### src/rtl/if_stage.sv
// if_stage: instruction-fetch stage owning the PC, the imem handshake and the IF/ID register.
// Ports:
//   clk, rst_n            clock, synchronous active-low reset
//   stall, flush          decode backpressure / IF-ID + hold-buffer flush
//   redirect, redirect_pc branch/jump retarget request and target
//   imem_req, imem_addr   fetch request and address (combinational from pc)
//   imem_ack, imem_rdata  fetch completion and returned word
//   ins, npc_o, ins_valid registered IF/ID outputs
module if_stage #(
    parameter logic [31:0] RESET_PC = 32'h0000_0000,
    parameter logic [31:0] NOP_INS  = 32'h0000_0000
) (
    input  logic        clk,
    input  logic        rst_n,
    input  logic        stall,
    input  logic        flush,
    input  logic        redirect,
    input  logic [31:0] redirect_pc,
    output logic        imem_req,
    output logic [31:0] imem_addr,
    input  logic        imem_ack,
    input  logic [31:0] imem_rdata,
    output logic [31:0] ins,
    output logic [31:0] npc_o,
    output logic        ins_valid
);
    typedef enum logic {RUN, DISCARD} state_t;
    state_t      state_q, state_d;
    logic [31:0] pc_q, pc_d, pend_q, pend_d, hold_ins_q, hold_ins_d, hold_npc_q, hold_npc_d;
    logic [31:0] ins_q, ins_d, npc_q, npc_d, pc_inc;
    logic        hold_valid_q, hold_valid_d, valid_q, valid_d, done, accept;
    assign imem_req  = rst_n & ~hold_valid_q;
    assign imem_addr = pc_q;
    assign done      = imem_req & imem_ack;
    assign pc_inc    = pc_q + 32'd4;
    assign ins       = ins_q;
    assign npc_o     = npc_q;
    assign ins_valid = valid_q;
    always_comb begin
        state_d      = state_q;
        pc_d         = pc_q;
        pend_d       = pend_q;
        hold_ins_d   = hold_ins_q;
        hold_npc_d   = hold_npc_q;
        hold_valid_d = hold_valid_q;
        ins_d        = ins_q;
        npc_d        = npc_q;
        valid_d      = valid_q;
        accept       = 1'b0;
        if (state_q == DISCARD) begin
            if (redirect) pend_d = redirect_pc;
            if (done) begin
                pc_d    = redirect ? redirect_pc : pend_q;
                state_d = RUN;
            end
        end else if (redirect) begin
            // The in-flight address must stay stable, so a mid-wait redirect parks its target.
            hold_valid_d = 1'b0;
            if (!done && imem_req) begin
                pend_d  = redirect_pc;
                state_d = DISCARD;
            end else begin
                pc_d = redirect_pc;
            end
        end else if (done && !flush) begin
            pc_d = pc_inc;
            if (stall) begin
                hold_ins_d   = imem_rdata;
                hold_npc_d   = pc_inc;
                hold_valid_d = 1'b1;
            end else begin
                accept = 1'b1;
            end
        end
        // A redirect discards the held word (wrong path), so it is never loaded that cycle.
        if (flush) begin
            ins_d        = NOP_INS;
            valid_d      = 1'b0;
            hold_valid_d = 1'b0;
        end else if (!stall) begin
            if (hold_valid_q && !redirect) begin
                ins_d        = hold_ins_q;
                npc_d        = hold_npc_q;
                valid_d      = 1'b1;
                hold_valid_d = 1'b0;
            end else if (accept) begin
                ins_d   = imem_rdata;
                npc_d   = pc_inc;
                valid_d = 1'b1;
            end else begin
                ins_d   = NOP_INS;
                valid_d = 1'b0;
            end
        end
    end
    always_ff @(posedge clk) begin
        if (!rst_n) begin
            state_q      <= RUN;
            pc_q         <= RESET_PC;
            pend_q       <= RESET_PC;
            hold_ins_q   <= NOP_INS;
            hold_npc_q   <= 32'd0;
            hold_valid_q <= 1'b0;
            ins_q        <= NOP_INS;
            npc_q        <= 32'd0;
            valid_q      <= 1'b0;
        end else begin
            state_q      <= state_d;
            pc_q         <= pc_d;
            pend_q       <= pend_d;
            hold_ins_q   <= hold_ins_d;
            hold_npc_q   <= hold_npc_d;
            hold_valid_q <= hold_valid_d;
            ins_q        <= ins_d;
            npc_q        <= npc_d;
            valid_q      <= valid_d;
        end
    end
endmodule
### config.mk
export PLATFORM = sky130hd
export DESIGN_NAME = if_stage
export DESIGN_NICKNAME = d
export VERILOG_FILES = /design/src/rtl/if_stage.sv
export SDC_FILE = /design/constraint.sdc
export NUM_CORES = 1
export LEC_CHECK = 0
export ABC_AREA = 1
export CORE_ASPECT_RATIO = 1.1
export CORE_UTILIZATION = 26
export DETAILED_ROUTE_END_ITERATION = 8
export PLACE_DENSITY = 0.42
export RECOVER_POWER = 25
export SETUP_SLACK_MARGIN = 0.2
export SLEW_MARGIN = 20
export SYNTH_ARGS = -nofsm -noshare
export SYNTH_HDL_FRONTEND = slang
export SYNTH_SLANG_ARGS = --single-unit
### constraint.sdc
create_clock -name clk -period 2.1 [get_ports clk]
set_clock_uncertainty 0.05 [all_clocks]
set_input_delay 0.315 -clock clk [delete_from_list [all_inputs] [get_ports clk]]
set_output_delay 0.315 -clock clk [all_outputs]
set_load 0.005 [all_outputs]
== Word-level counts from Yosys, hierarchy flattened ==
Index checks and enable logic that the tools add are counted.

* Register bits after elaboration: 195
* Bits of input ports: 70
* Output and inout bits: 98

* Bitwise logic cells: 8
* Add/sub/neg operators: 1
* Equality and inequality tests: 2
* Reductions and logical operators: 15
* Multiplexer cells: 29

{| class="wikitable"
|+ Operator list
! cell !! number
|-
| $mux 32 || 13
|-
| $add 32x3->32 const B || 1
|-
| $mux 1 || 16
|-
| $not 1->1 || 6
|-
| $reduce_and 3->1 || 2
|-
| $reduce_bool 2->1 || 3
|-
| $reduce_and 4->1 || 1
|-
| $logic_and 1x1->1 || 3
|-
| $logic_not 1->1 || 3
|-
| $ne 3x3->1 const B || 1
|-
| $reduce_bool 3->1 || 1
|-
| $and 1x1->1 || 2
|-
| $ne 2x1->1 const B || 1
|-
| $reduce_and 2->1 || 1
|-
| $reduce_or 2->1 || 1
|}

== Logic depth before layout (Yosys ltp) ==
Gate-level depths: netlist of run 1.

* Depth in word-level cells: 9
* Mapped depth: 12
* Gate-level depth less buffers: 11

== Worst setup path after synthesis of run 1 ==
Ideal clock, no wire load.

* Path kind: register to register
* From: register pc_q[2] (netlist: imem_addr[2])
* To: register npc_q[18] (netlist: npc_o[18])
* Setup slack: 0.496 ns
* Setup time: 0.113 ns
* Data arrival time: 1.441 ns
* Required time: 1.937 ns
* Cell stages (with the launch flop): 11
* Buffers on the path: 0
* Path through: dfxtp_1 ha_1 nand2_1 nor2_1 nand2_1 nor2_2 nand2_1 nand2_1 nor2_1 nor2_1 nor2_1

* Word-level cells in the longest chain between the ends: 3

{| class="wikitable"
|+ RTL lines
! element !! line !! source
|-
| from (decl) || 29 || <nowiki>logic [31:0] pc_q, pc_d, pend_q, pend_d, hold_ins_q, hold_ins_d, hold_npc_q, hold_npc_d;</nowiki>
|-
| from (signal assigned) || 109 || <nowiki>pc_q <= pc_d;</nowiki>
|-
| $add 32x3->32 || 35 || <nowiki>assign pc_inc = pc_q + 32'd4;</nowiki>
|-
| $mux 32 || 86 || <nowiki>end else if (accept) begin</nowiki>
|-
| $mux 32 || 81 || <nowiki>if (hold_valid_q && !redirect) begin</nowiki>
|-
| to (signal assigned) || 115 || <nowiki>npc_q <= npc_d;</nowiki>
|-
| to (decl) || 30 || <nowiki>logic [31:0] ins_q, ins_d, npc_q, npc_d, pc_inc;</nowiki>
|}

Every way passes these cells. The select of a mux whose other input is x is not followed.
A chain may end at the register's enable or synchronous reset.

== Worst setup path in the final report of run 1 ==
* From: register pc_q[20] (netlist: imem_addr[20])
* To: output port imem_addr[20]

{| class="wikitable"
|+ RTL lines
! element !! line !! source
|-
| to (decl) || 20 || <nowiki>output logic [31:0] imem_addr,</nowiki>
|}

No word-level cell between the ends.

==> impl_summary.md, run 1 <==
Outcome
The flow ran to the end, and the final reports show no timing, DRC or antenna violations.

Setup path
At the worst endpoint, the arrival time is about 1.5 ns. The start point of the critical path is imem_addr[20]. Traced cell by cell, the critical path runs through clkdlybuf4s50_1. On the worst path, the slowest cell contributes a delay of 0.57 ns. Along the worst path, the maximum fanout reaches 5.

Together, buffers and inverters on the worst path number 1. The cell with the biggest individual delay on the critical path is sky130_fd_sc_hd__clkdlybuf4s50_1. The type of the worst setup path is reg2out. STA classifies the critical path endpoint as an output port. On the critical path the largest part of the delay comes from buffers and inverters. The critical path startpoint category is a flop.

At the worst endpoint, the required time is between 1.5 and 2 ns. The source of the worst register-to-register timing path is hold_valid_q.

Power and ir drop
The logic gate share of total power is 14.0%. The switching power summed over all nets is around 0.0023 W. For this design the ratio of total power to cell area is slightly below 700 nW/um2. The analysis attributes to cell leakage a power of 4.99 nW. The clock network power share is between 30% and 40%.

Across the VDD grid, the largest voltage drop is between 500 and 600 uV. The internal power of the cells totals ~0.0062 W. The fraction of power consumed by sequential logic is 46.6%. Net switching is a little over a quarter of the power. Power comes to between 0.008 and 0.009 W.

Route
The count of routing violations after the opening detailed-route iteration is between 500 and 600. After detailed routing, the average wire length per cell comes to 15.4 um. The detailed-routing iteration count for the pre-antenna-repair pass is 5.

The DRC violations left is 0. The via total after detailed routing is 9059. The per-cell via count in the routed design is between 4 and 5. The wire length reported by the detailed router is just over 30000 um. The count of nets left with antenna violations once routing finished came out at 0.

Synth
The number of enable flip-flop cells after synthesis is 0. By area, the combinational part of the netlist is dominated by simple AND/OR/NAND/NOR gates. For this run, the leading register cell type out of synthesis is sky130_fd_sc_hd__dfxtp_1. The warning count from the yosys run is 0.

Measured against the total synthesized area, the mux share comes to 0%. After Yosys synthesis, full adders, half adders and majority gates account for less than 1% of the synthesized area. The post-synth design cell area is between 9000 and 10000 um2. The average cell area after synthesis is roughly 6.8 um2.

The area fraction in and, or, nand and nor cells after synthesis is approximately 28%. Counting flops with an async set or reset pin after synthesis yields a share of 0%. The synthesized net count is 1428.

The synthesized design contains about 200 register bits. The number of instances in the synthesized netlist is 1357. The number of library cell types mapped by synthesis is 38. The fraction of the mapped netlist area in compound gates is a little under a fifth. Sequential elements use 42.6% of the synthesized area. The xor and xnor area share after synthesis is less than 1%.

Cells and area
Leaving out fill and tap cells, the most frequent cells in the layout are sky130_fd_sc_hd__nand2_1, sky130_fd_sc_hd__dfxtp_1, sky130_fd_sc_hd__nor2_1, sky130_fd_sc_hd__clkdlybuf4s50_1, sky130_fd_sc_hd__a21oi_1. The post-route non-filler standard cell count is 1989. Leaving out fill and tap cells, the most frequent cell in the layout is sky130_fd_sc_hd__nand2_1.

The post-layout net count is 1609. The area added between synthesis and finish is 34.8%. Of the cells placed in the final design, the portion with a size suffix greater than 1 is approximately a tenth.

CTS
The clock slew at the register clock pins of the worst setup and hold paths is ~0.07 ns. The root buffer cell is sky130_fd_sc_hd__clkbuf_16. Buffers inserted during clock tree synthesis total 17. The clock passes through at most 2 buffers.

The H-tree generated during clock tree synthesis spans 4 levels. The number of buffers inserted for hold repair after clock tree synthesis is 0. Clock tree synthesis found a total of about 200 sinks. TritonCTS built the clock tree. The number of setup buffers added after CTS is 0.

The insertion delay of the later-clocked pin in the worst-skew pair is 0.44 ns.

GRT
The number of global-route vias before repair is 8523. The total overflow left after global routing is 0. Entering global routing, the biggest net connects between 50 and 60 pins. The first global-routing pass estimated approximately 48000 um of wire.

The number of antenna violations at the first check in global routing is 1. The overall routing resource usage is 17.2%.

Timing
The actual transition at the worst max-transition pin is approximately 0.60 ns. The final-report max-slew violation count is 0. In the post-route analysis, the smallest setup slack over all paths is about 0.24 ns. The final setup violation count is 0. The worst pin sits at a relative slew slack of between 50% and 60%. The sum of negative setup slack is 0 ns. Static timing analysis puts the maximum clock frequency at ~540 MHz. The final-layout worst hold slack is between 0.3 and 0.4 ns. Dividing the final minimum period by the clock period gives 88.6%. The final count of hold timing violations was 0.

Setup repair after global routing could not meet its margin everywhere. The worst path needs approximately 1.9 ns of the cycle, external delays included.

Floorplan
The die boundary width is around 180 um. The die outline height is just under 200 um. The initial utilization of the core area, before any placement, comes to around a quarter. The floorplan step defined a die boundary enclosing 36000 um2. The floorplan has 71 rows. The I/O pin count is between 150 and 200. The placeable core region is roughly 34000 um2.

Min path
The start point of the worst min-delay path is rst_n. The class of the tightest hold or removal check is in2reg.

Place
The instance count after placement with tap cells included is around 2000. The congestion estimate from routability-driven global placement came to just over 0.8. Summed over all nets, the half-perimeter wirelength after detailed placement is between 20000 and 25000 um. Buffers placed on the I/O ports in this run total roughly 170. Before CTS, the worst setup slack after placement is roughly 0.017 ns.

Run
The number of max-cap violations is 0.
[per-stage QoR]
| stage | util (%) | instance area (um2) |
|---|---|---|
| 4_1_cts | 35.7 | 12300 |
| 3_5_place_dp | 34.0 | 11700 |
| 5_1_grt | 35.8 | 12300 |
| 6_report | 35.8 | 12300 |
| 2_1_floorplan | - | 9160 |
| 3_3_place_gp | 34.0 | 11700 |
[layout make-up]
cell class,instances,area (um2)
Inverter,116,435
Clock buffer,21,460
Sequential cell,195,3910
Timing Repair Buffer,241,2430
Fill cell,3700,22100
Antenna cell,1,2.50
Multi-Input combinational cell,967,4430
Tap cell,438,548
Clock inverter,10,126
[flip-flops by register name, indices dropped and copies added, names as in the netlist]
name,cells
ins_valid,1
hold_ins_q,32
state_q,1
pend_q,32
npc_o,32
hold_npc_q,32
hold_valid_q,1
ins,32
imem_addr,32
[kinds of logic after synthesis]
kind of cell	count (synthesis)
adders and majority gates	1
and+or+nand+nor	649
xor gates and xnor gates	8
buffers and inverters	195
DFF	195
AOI/OAI and AO/OA	309
[worst paths after layout]
check / end / slack (ns) / cells after the start
min reg2reg: hold_npc_q[5] / 0.40 / 2
min: npc_o[5] / 0.38 / 4
max: imem_addr[20] / 0.24 / 1
max reg2reg: npc_o[4] / 0.28 / 9
[Yosys cell counts (5+ instances only)]
cell type                  count  area, um2
sky130_fd_sc_hd__nand2_1     404       1520
sky130_fd_sc_hd__nand2_2       5       31.3
sky130_fd_sc_hd__inv_2         6       22.5
sky130_fd_sc_hd__a31oi_1      31        194
sky130_fd_sc_hd__buf_6        13        146
sky130_fd_sc_hd__a21oi_1     116        581
sky130_fd_sc_hd__nand3_1      38        190
sky130_fd_sc_hd__clkbuf_1     38        143
sky130_fd_sc_hd__a22o_1        7       61.3
sky130_fd_sc_hd__o21ai_1      35        175
sky130_fd_sc_hd__a22oi_1       8       60.1
sky130_fd_sc_hd__inv_1       109        409
sky130_fd_sc_hd__or2_2         6       37.5
sky130_fd_sc_hd__o21ai_0      97        485
sky130_fd_sc_hd__dfxtp_1     195       3900
sky130_fd_sc_hd__xor2_1        6       52.6
sky130_fd_sc_hd__buf_4         8       60.1
sky130_fd_sc_hd__a211oi_1      5       37.5
sky130_fd_sc_hd__nor2_1      178        668
sky130_fd_sc_hd__buf_2        19       95.1
[per-layer routing]
| layer | global-route usage, % | vias up | part of all wire [%] |
|---|---|---|---|
| met5 | 0 | - | 0 |
| met4 | 4.21 | 0 | 1.1 |
| met3 | 3.30 | 23 | 4.3 |
| met2 | 27.8 | 193 | 45 |
| met1 | 23.4 | 4127 | 50 |
| li1 | - | 4716 | - |
[power by group through the flow]
| stage | logic [W] | registers, W | clock network, W |
|---|---|---|---|
| finish | 0.00120 | 0.00399 | 0.00338 |
| global route | 0.00133 | 0.00401 | 0.00363 |
| global placement | 0.00121 | 0.00408 | 0 |
| CTS | 0.00122 | 0.00399 | 0.00350 |
| floorplan | 0.000583 | 0.00404 | 0 |
| detailed placement | 0.00121 | 0.00408 | 0 |
[timing repair]
action | CTS | global route
endpoints found under the setup margin | 12 | 57
endpoints found under the hold margin | 0 | 0
pin swaps | 0 | 1
resized for setup | 7 | 25
No activity file was read; power rests on OpenSTA's default activity.
==> run 2, diff against run 1 <==
- CTS_CLUSTER_SIZE: default -> 8
- SETUP_SLACK_MARGIN: 0.2 -> 0.4
==> run 2 against run 1 <==
Global-route usage is 0.17 points higher. Sequential share of layout area is 1.3 points lower. Combinational power is 9% higher. Core utilization is 1.9 points higher. Power is 1.2% higher. Hold slack better by 0.0064 ns. Critical path depth is 7 higher. Final cell count is 1.9% higher. Sequential power hardly changed.
==> impl_summary.md, run 2 (synthesis results as in run 1) <==
Timing
The sum of negative setup slack came to 0 ns (unchanged). The final-report max-slew violation count came to 0 (unchanged). The final setup violation count came to 0 (unchanged). The actual transition at the worst max-transition pin is 0.607 ns (+0.00342 ns).

The worst setup slack after layout is 0.340 ns (+0.101 ns). The final count of hold timing violations is 0 (unchanged). The worst slew margin relative to its limit is 59.5% (-0.23 points).

The final cycle utilization of the critical path was 83.8% (-4.8 points). The final critical path time including I/O delays and setup was 1.76 ns (-0.101 ns). Setup repair after global routing could not meet its margin everywhere. The timing-limited maximum frequency was 568 MHz (+5.7%).

Setup path
The data arrival time of the critical path was 2.04 ns (+0.54 ns). The type of the worst setup path is reg2reg. The element type at the critical path end is a flop. The critical path startpoint category is a flop.

The data required time at the worst endpoint is 2.38 ns (+0.64 ns). The largest driver fanout on the critical path was 7 (+2).

Place
The number of input and output port buffers inserted is 167 (unchanged). The post-DP HPWL came to 21800 um (unchanged). The placer's final routability congestion estimate is 0.816 (unchanged). The pre-CTS setup slack is 0.0175 ns (unchanged).

Floorplan
The I/O pin count came to 168 (unchanged). The initial standard-cell utilization of the core is 26.6% (unchanged). The die outline height came to 199 um (unchanged). The cell row count was 71 (unchanged).

The placeable core region is 34500 um2 (unchanged). The area enclosed by the die boundary is 36000 um2 (unchanged). The die boundary width was 181 um (unchanged).

Power and ir drop
The switching power summed over all nets is 0.00239 W (+2.5%). The clock network power share is 39.1% (-0.3 points). The maximum ir drop on the vdd rail is 571 uV (+0.90%). The fraction of power spent switching nets was 27.6% (+0.33 points). The internal power of the cells is 0.00628 W (+0.77%). The leakage component of the power is 5.42 nW (+8.6%).

The power density of the placed cells was 668 nW/um2 (-3.8%). The power after layout is 0.00868 W (+1.2%). The logic gate share of total power came to 15.1% (+1.1 points). The fraction of power consumed by sequential logic is 45.8% (-0.8 points).

Cells and area
The share of the core filled with cells came to 37.7% (+1.9 points). The sequential standard cell area came to 3940 um2 (+0.80%). The total area of multi-input combinational cells is 4620 um2 (+4.3%).

The area added between synthesis and finish is 41.8%. The number of filler instances in the final layout is 3694 (-0.16%). In the layout the commonest cells are sky130_fd_sc_hd__nand2_1, sky130_fd_sc_hd__dfxtp_1, sky130_fd_sc_hd__nor2_1, sky130_fd_sc_hd__clkdlybuf4s50_1, sky130_fd_sc_hd__a21oi_1. The share of layout cells above drive strength 1 is 16.3% (+6.2 points). The library cell used most frequently in the layout, excluding fill and tap cells, is sky130_fd_sc_hd__nand2_1. The post-layout net count is 1647 (+2.4%).

CTS
Clock tree synthesis selected as its root buffer the cell sky130_fd_sc_hd__clkbuf_16. The buffer depth of the longest clock path is 2 (unchanged). The clock buffer count from CTS came to 17 (unchanged).

The insertion delay of the later-clocked pin in the worst-skew pair was 0.44 ns (about the same). The number of buffers inserted for hold repair after clock tree synthesis was 0 (unchanged). The clock slew at the register clock pins of the worst setup and hold paths is 0.08 ns (about the same). TritonCTS built the clock tree. The total clock sinks is 195 (unchanged). The depth of the CTS H-tree is 4 (unchanged).

Route
The count of routing violations after the opening detailed-route iteration was 697 (+18%). The wire length reported by the detailed router came to 32300 um (+5.4%). The per-cell via count in the routed design was 4.57 (+0.37%).

The number of nets with antenna violations after detailed routing came to 0 (unchanged). The detailed-routing iteration count for the pre-antenna-repair pass is 7 (+2). The DRC violations left is 0 (unchanged). The wire length per cell after detailed routing is 16.0 um (+3.4%). The via total after detailed routing is 9266 (+2.3%).

Outcome
The run finished with clean final reports.

GRT
The overall routing resource usage was 17.4% (+0.17 points). The number of antenna violations at the first check in global routing is 1 (unchanged). The global-route congestion overflow total was 0 (unchanged). The number of global-route vias before repair is 8617 (+1.1%). The first-pass GRT wire length came to 48400 um (+0.95%). The pin count of the biggest net entering global routing came to 57 (unchanged).

Min path
The worst hold path belongs to the class in2reg.

Run
The number of max-cap violations came to 0 (unchanged).
-- run 2: path summary, 6_finish.rpt --
path                   endpoint  slack, ns  cells past startpoint     startpoint
hold reg to reg   hold_npc_q[6]       0.40                      2  hold_npc_q[6]
hold / removal         npc_o[5]       0.39                      4          rst_n
setup / recovery      npc_o[15]       0.34                      8   imem_addr[4]
setup reg to reg      npc_o[15]       0.34                      8   imem_addr[4]
-- run 2: timing repair --
action	in CTS	in global routing
endpoints found under the setup margin	124	138
buffers inserted	19	13
pin swaps	3	21
gates cloned	0	6
gates resized for setup	128	97
-- run 2: critical path: stages (launching register included) --
cell and delay, ns:
sky130_fd_sc_hd__dfxtp_1 0.55, sky130_fd_sc_hd__nand3_2 0.17, sky130_fd_sc_hd__nor2_4 0.19, sky130_fd_sc_hd__buf_4 0.13, sky130_fd_sc_hd__nand4_1 0.10, sky130_fd_sc_hd__nand2_1 0.17, sky130_fd_sc_hd__nor2_1 0.06, sky130_fd_sc_hd__nor2_1 0.16
sky130_fd_sc_hd__nor2_1 0.06
-- run 2: layer usage --
layer,GRT usage [%],up-vias,share of wire (%)
met5,0,-,0
met4,5.21,0,1.8
met2,27.8,203,45
met1,23.6,4261,49
li1,-,4778,-
met3,3.33,24,4.1
-- run 2: metrics by stage --
stage          hold WS [ns]  instance area [um2]  instances
2_1_floorplan         0.375                 9160       1357
3_3_place_gp          0.386                11700       1957
3_5_place_dp          0.393                11700       1957
4_1_cts               0.378                12600       2007
5_1_grt               0.392                13000       2026
6_report              0.389                13000       2027
-- run 2: area by class of cell --
cell class | instances | share of cell area [%]
Antenna cell | 1 | 0.0193
Clock buffer | 21 | 3.54
Clock inverter | 10 | 0.972
Inverter | 116 | 3.40
Multi-Input combinational cell | 967 | 35.5
Sequential cell | 195 | 30.3
Tap cell | 438 | 4.22
Timing Repair Buffer | 279 | 22.0
-- run 2: power groups by stage --
| stage | Sequential, W | Combinational (W) | Clock, W |
|---|---|---|---|
| after CTS | 0.00398 | 0.00128 | 0.00350 |
| after global placement | 0.00408 | 0.00121 | 0 |
| final | 0.00398 | 0.00131 | 0.00339 |
| after floorplan | 0.00404 | 0.000583 | 0 |
| after global routing | 0.00400 | 0.00145 | 0.00364 |
| after detailed placement | 0.00408 | 0.00121 | 0 |
==> run 3, diff against run 2 <==
- clock period: 2.1 -> 1.7 ns (I/O delays scaled with it)
==> run 3 against run 2 <==
Wire length is 5.7% higher. Sequential share of layout area is 3.8 points lower. Via count is 5.3% higher. Sequential power is 23% higher. Register-to-register slack worse by 0.30 ns. Die area stayed put. Final area is 15% higher. Hold slack worse by 0.16 ns. Critical path type unchanged. Largest power group unchanged. Highest routed layer unchanged.
==> impl_summary.md, run 3 (synthesis results as in run 1) <==
Timing
The final cycle utilization of the critical path is 97.4% (+14 points). The final-layout worst hold slack was 0.226 ns (-0.163 ns). The actual transition at the worst max-transition pin came to 0.714 ns (+0.107 ns).

The final critical path time including I/O delays and setup is 1.65 ns (-0.105 ns). The final setup violation count was 0 (unchanged). The final count of hold timing violations is 0 (unchanged).

The timing-limited maximum frequency is 604 MHz (+6.3%). The worst slew margin relative to its limit was 52.4% (-7.1 points). The worst setup slack after layout is 0.0450 ns (-0.295 ns). Setup repair after global routing could not meet its margin everywhere. The final-report max-slew violation count was 0 (unchanged).

Setup path
The type of the worst setup path is reg2reg. The element type at the critical path end is a flop. The data required time at the worst endpoint came to 2.03 ns (-0.35 ns).

The worst reg2reg path depth is 9 (+1). The data arrival time of the critical path is 1.98 ns (-0.06 ns). The library cell appearing most often on the critical path is sky130_fd_sc_hd__nor2_4.

The largest driver fanout on the critical path is 23 (+16). The largest individual stage delay along the critical path comes from the cell sky130_fd_sc_hd__dfxtp_4. The maximum single-stage delay on the critical path is 0.37 ns (-0.18 ns). The critical path startpoint category is a flop.

The critical path goes through inv_6 > nand3_4 > nor2_4 > nand2_4 > nor2_4 > buf_4 > buf_12 > o21ai_0 > a21oi_2.

Route
The number of nets with antenna violations after detailed routing was 0 (unchanged). The per-cell via count in the routed design is 4.59 (+0.51%). The via total after detailed routing is 9754 (+5.3%).

The detailed-routing iteration count for the pre-antenna-repair pass came to 7 (unchanged). The DRC violations left is 0 (unchanged). The wire length per cell after detailed routing is 16.1 um (+0.90%). The count of routing violations after the opening detailed-route iteration was 494 (-29%). The wire length reported by the detailed router came to 34200 um (+5.7%).

Floorplan
The die boundary width came to 181 um (unchanged). The area enclosed by the die boundary is 36000 um2 (unchanged). The placeable core region is 34500 um2 (unchanged).

The die outline height was 199 um (unchanged). The I/O pin count is 168 (unchanged). The cell row count was 71 (unchanged). The initial standard-cell utilization of the core came to 26.6% (unchanged).

Cells and area
The number of filler instances in the final layout came to 3548 (-4.0%). The commonest non-fill, non-tap cell in the layout is sky130_fd_sc_hd__nand2_1. The share of the core filled with cells came to 43.3% (+5.6 points). In the layout the commonest cells are sky130_fd_sc_hd__nand2_1, sky130_fd_sc_hd__dfxtp_1, sky130_fd_sc_hd__nor2_1, sky130_fd_sc_hd__buf_4, sky130_fd_sc_hd__inv_1.

The post-layout net count came to 1742 (+5.8%). The cell area after layout was 14900 um2 (+15%). The share of layout cells above drive strength 1 is 35.2% (+19 points). The area growth from synthesis to layout is 63.0%.

CTS
The buffer depth of the longest clock path was 2 (unchanged). The depth of the CTS H-tree is 4 (unchanged). The clock slew at the register clock pins of the worst setup and hold paths is 0.08 ns (about the same).

The number of buffers inserted for hold repair after clock tree synthesis was 0 (unchanged). The insertion delay of the later-clocked pin in the worst-skew pair was 0.45 ns (about the same). The root buffer cell is sky130_fd_sc_hd__clkbuf_16.

The clock buffer count from CTS is 17 (unchanged). The clock tree from TritonCTS is done. The total clock sinks was 195 (unchanged).

GRT
The number of antenna violations at the first check in global routing was 1 (unchanged). The overall routing resource usage is 18.1% (+0.73 points). The first-pass GRT wire length was 50500 um (+4.4%).

The number of global-route vias before repair is 9070 (+5.3%). The global-route congestion overflow total came to 0 (unchanged). The pin count of the biggest net entering global routing came to 52 (-8.8%).

Place
The pre-CTS setup slack is -0.357 ns (-0.375 ns). The number of input and output port buffers inserted is 167 (unchanged). The post-DP HPWL is 22800 um (+4.6%).

The cell area reported after detailed placement is 12300 um2 (+4.7%). The placer's final routability congestion estimate came to 0.787 (-3.6%).

Power and ir drop
The power density of the placed cells came to 746 nW/um2 (+12%). The leakage component of the power is 6.42 nW (+18%). The maximum ir drop on the vdd rail is 705 uV (+23%).

Min path
In this run the worst hold path is classified as in2reg. The cell depth of the worst hold path is 4 (unchanged).

Outcome
The run finished with clean final reports.

Run
The number of max-cap violations is 0 (unchanged).
-- run 3: cell count changes in the layout (fill, tap and decap cells not counted), moves of 33 or more --
cell,previous run,this run
sky130_fd_sc_hd__nand2_1,382,308
sky130_fd_sc_hd__a21oi_2,5,38
sky130_fd_sc_hd__clkdlybuf4s50_1,116,69
sky130_fd_sc_hd__a21oi_1,113,80
sky130_fd_sc_hd__buf_2,0,34
sky130_fd_sc_hd__buf_6,11,70
sky130_fd_sc_hd__nand2_2,24,65
sky130_fd_sc_hd__buf_4,77,110
-- run 3: report_power, final --
part | internal (W) | switching, W
registers | 0.00476 | 0.000143
logic | 0.00111 | 0.00115
clock network | 0.00198 | 0.00199
-- run 3: worst paths after layout --
kind / start / to / slack, ns
max: hold_valid_q / hold_npc_q[3] / 0.05
min: rst_n / hold_ins_q[22] / 0.23
max reg2reg: hold_valid_q / hold_npc_q[3] / 0.05
min reg2reg: hold_npc_q[6] / hold_npc_q[6] / 0.41
-- run 3: final cells by class --
cell class                      count  area, um2  area share [%]
Clock buffer                       19        453            3.03
Timing Repair Buffer              374       3860            25.9
Antenna cell                        1       2.50          0.0168
Tap cell                          438        548            3.67
Multi-Input combinational cell    967       5520            37.0
Inverter                          116        474            3.18
Sequential cell                   195       3970            26.6
Clock inverter                     13        103           0.687
-- run 3: repair_timing --
action                                  CTS  global route
endpoints found under the setup margin  292           262
pin swaps                                29            74
cloned                                    3            13
resized for setup                       455           280
hold endpoints to repair                  0             0
setup buffers                            46            17
-- run 3: worst max-delay path, delay by kind of cell (launching register included) --
| kind | cells | cell delay, ns |
|---|---|---|
| buf+inv | 3 | 0.37 |
| flops | 1 | 0.37 |
| simple gates | 4 | 0.56 |
| compound gates | 2 | 0.23 |
-- run 3: layer usage --
layer,share of wire [%],global-route usage [%]
met5,0,0
met4,1.5,4.74
met3,3.4,3.04
met2,48,30.2
met1,48,24.0
-- run 3: metrics by stage --
step,total power (W),std cells,setup TNS [ns]
after floorplan,0.00575,1357,0
after detailed placement,0.00665,2011,-45.40
after global routing,0.0116,2122,-1.11
after CTS,0.0110,2092,0
final,0.0111,2123,0
after global placement,0.00665,2011,-43.71
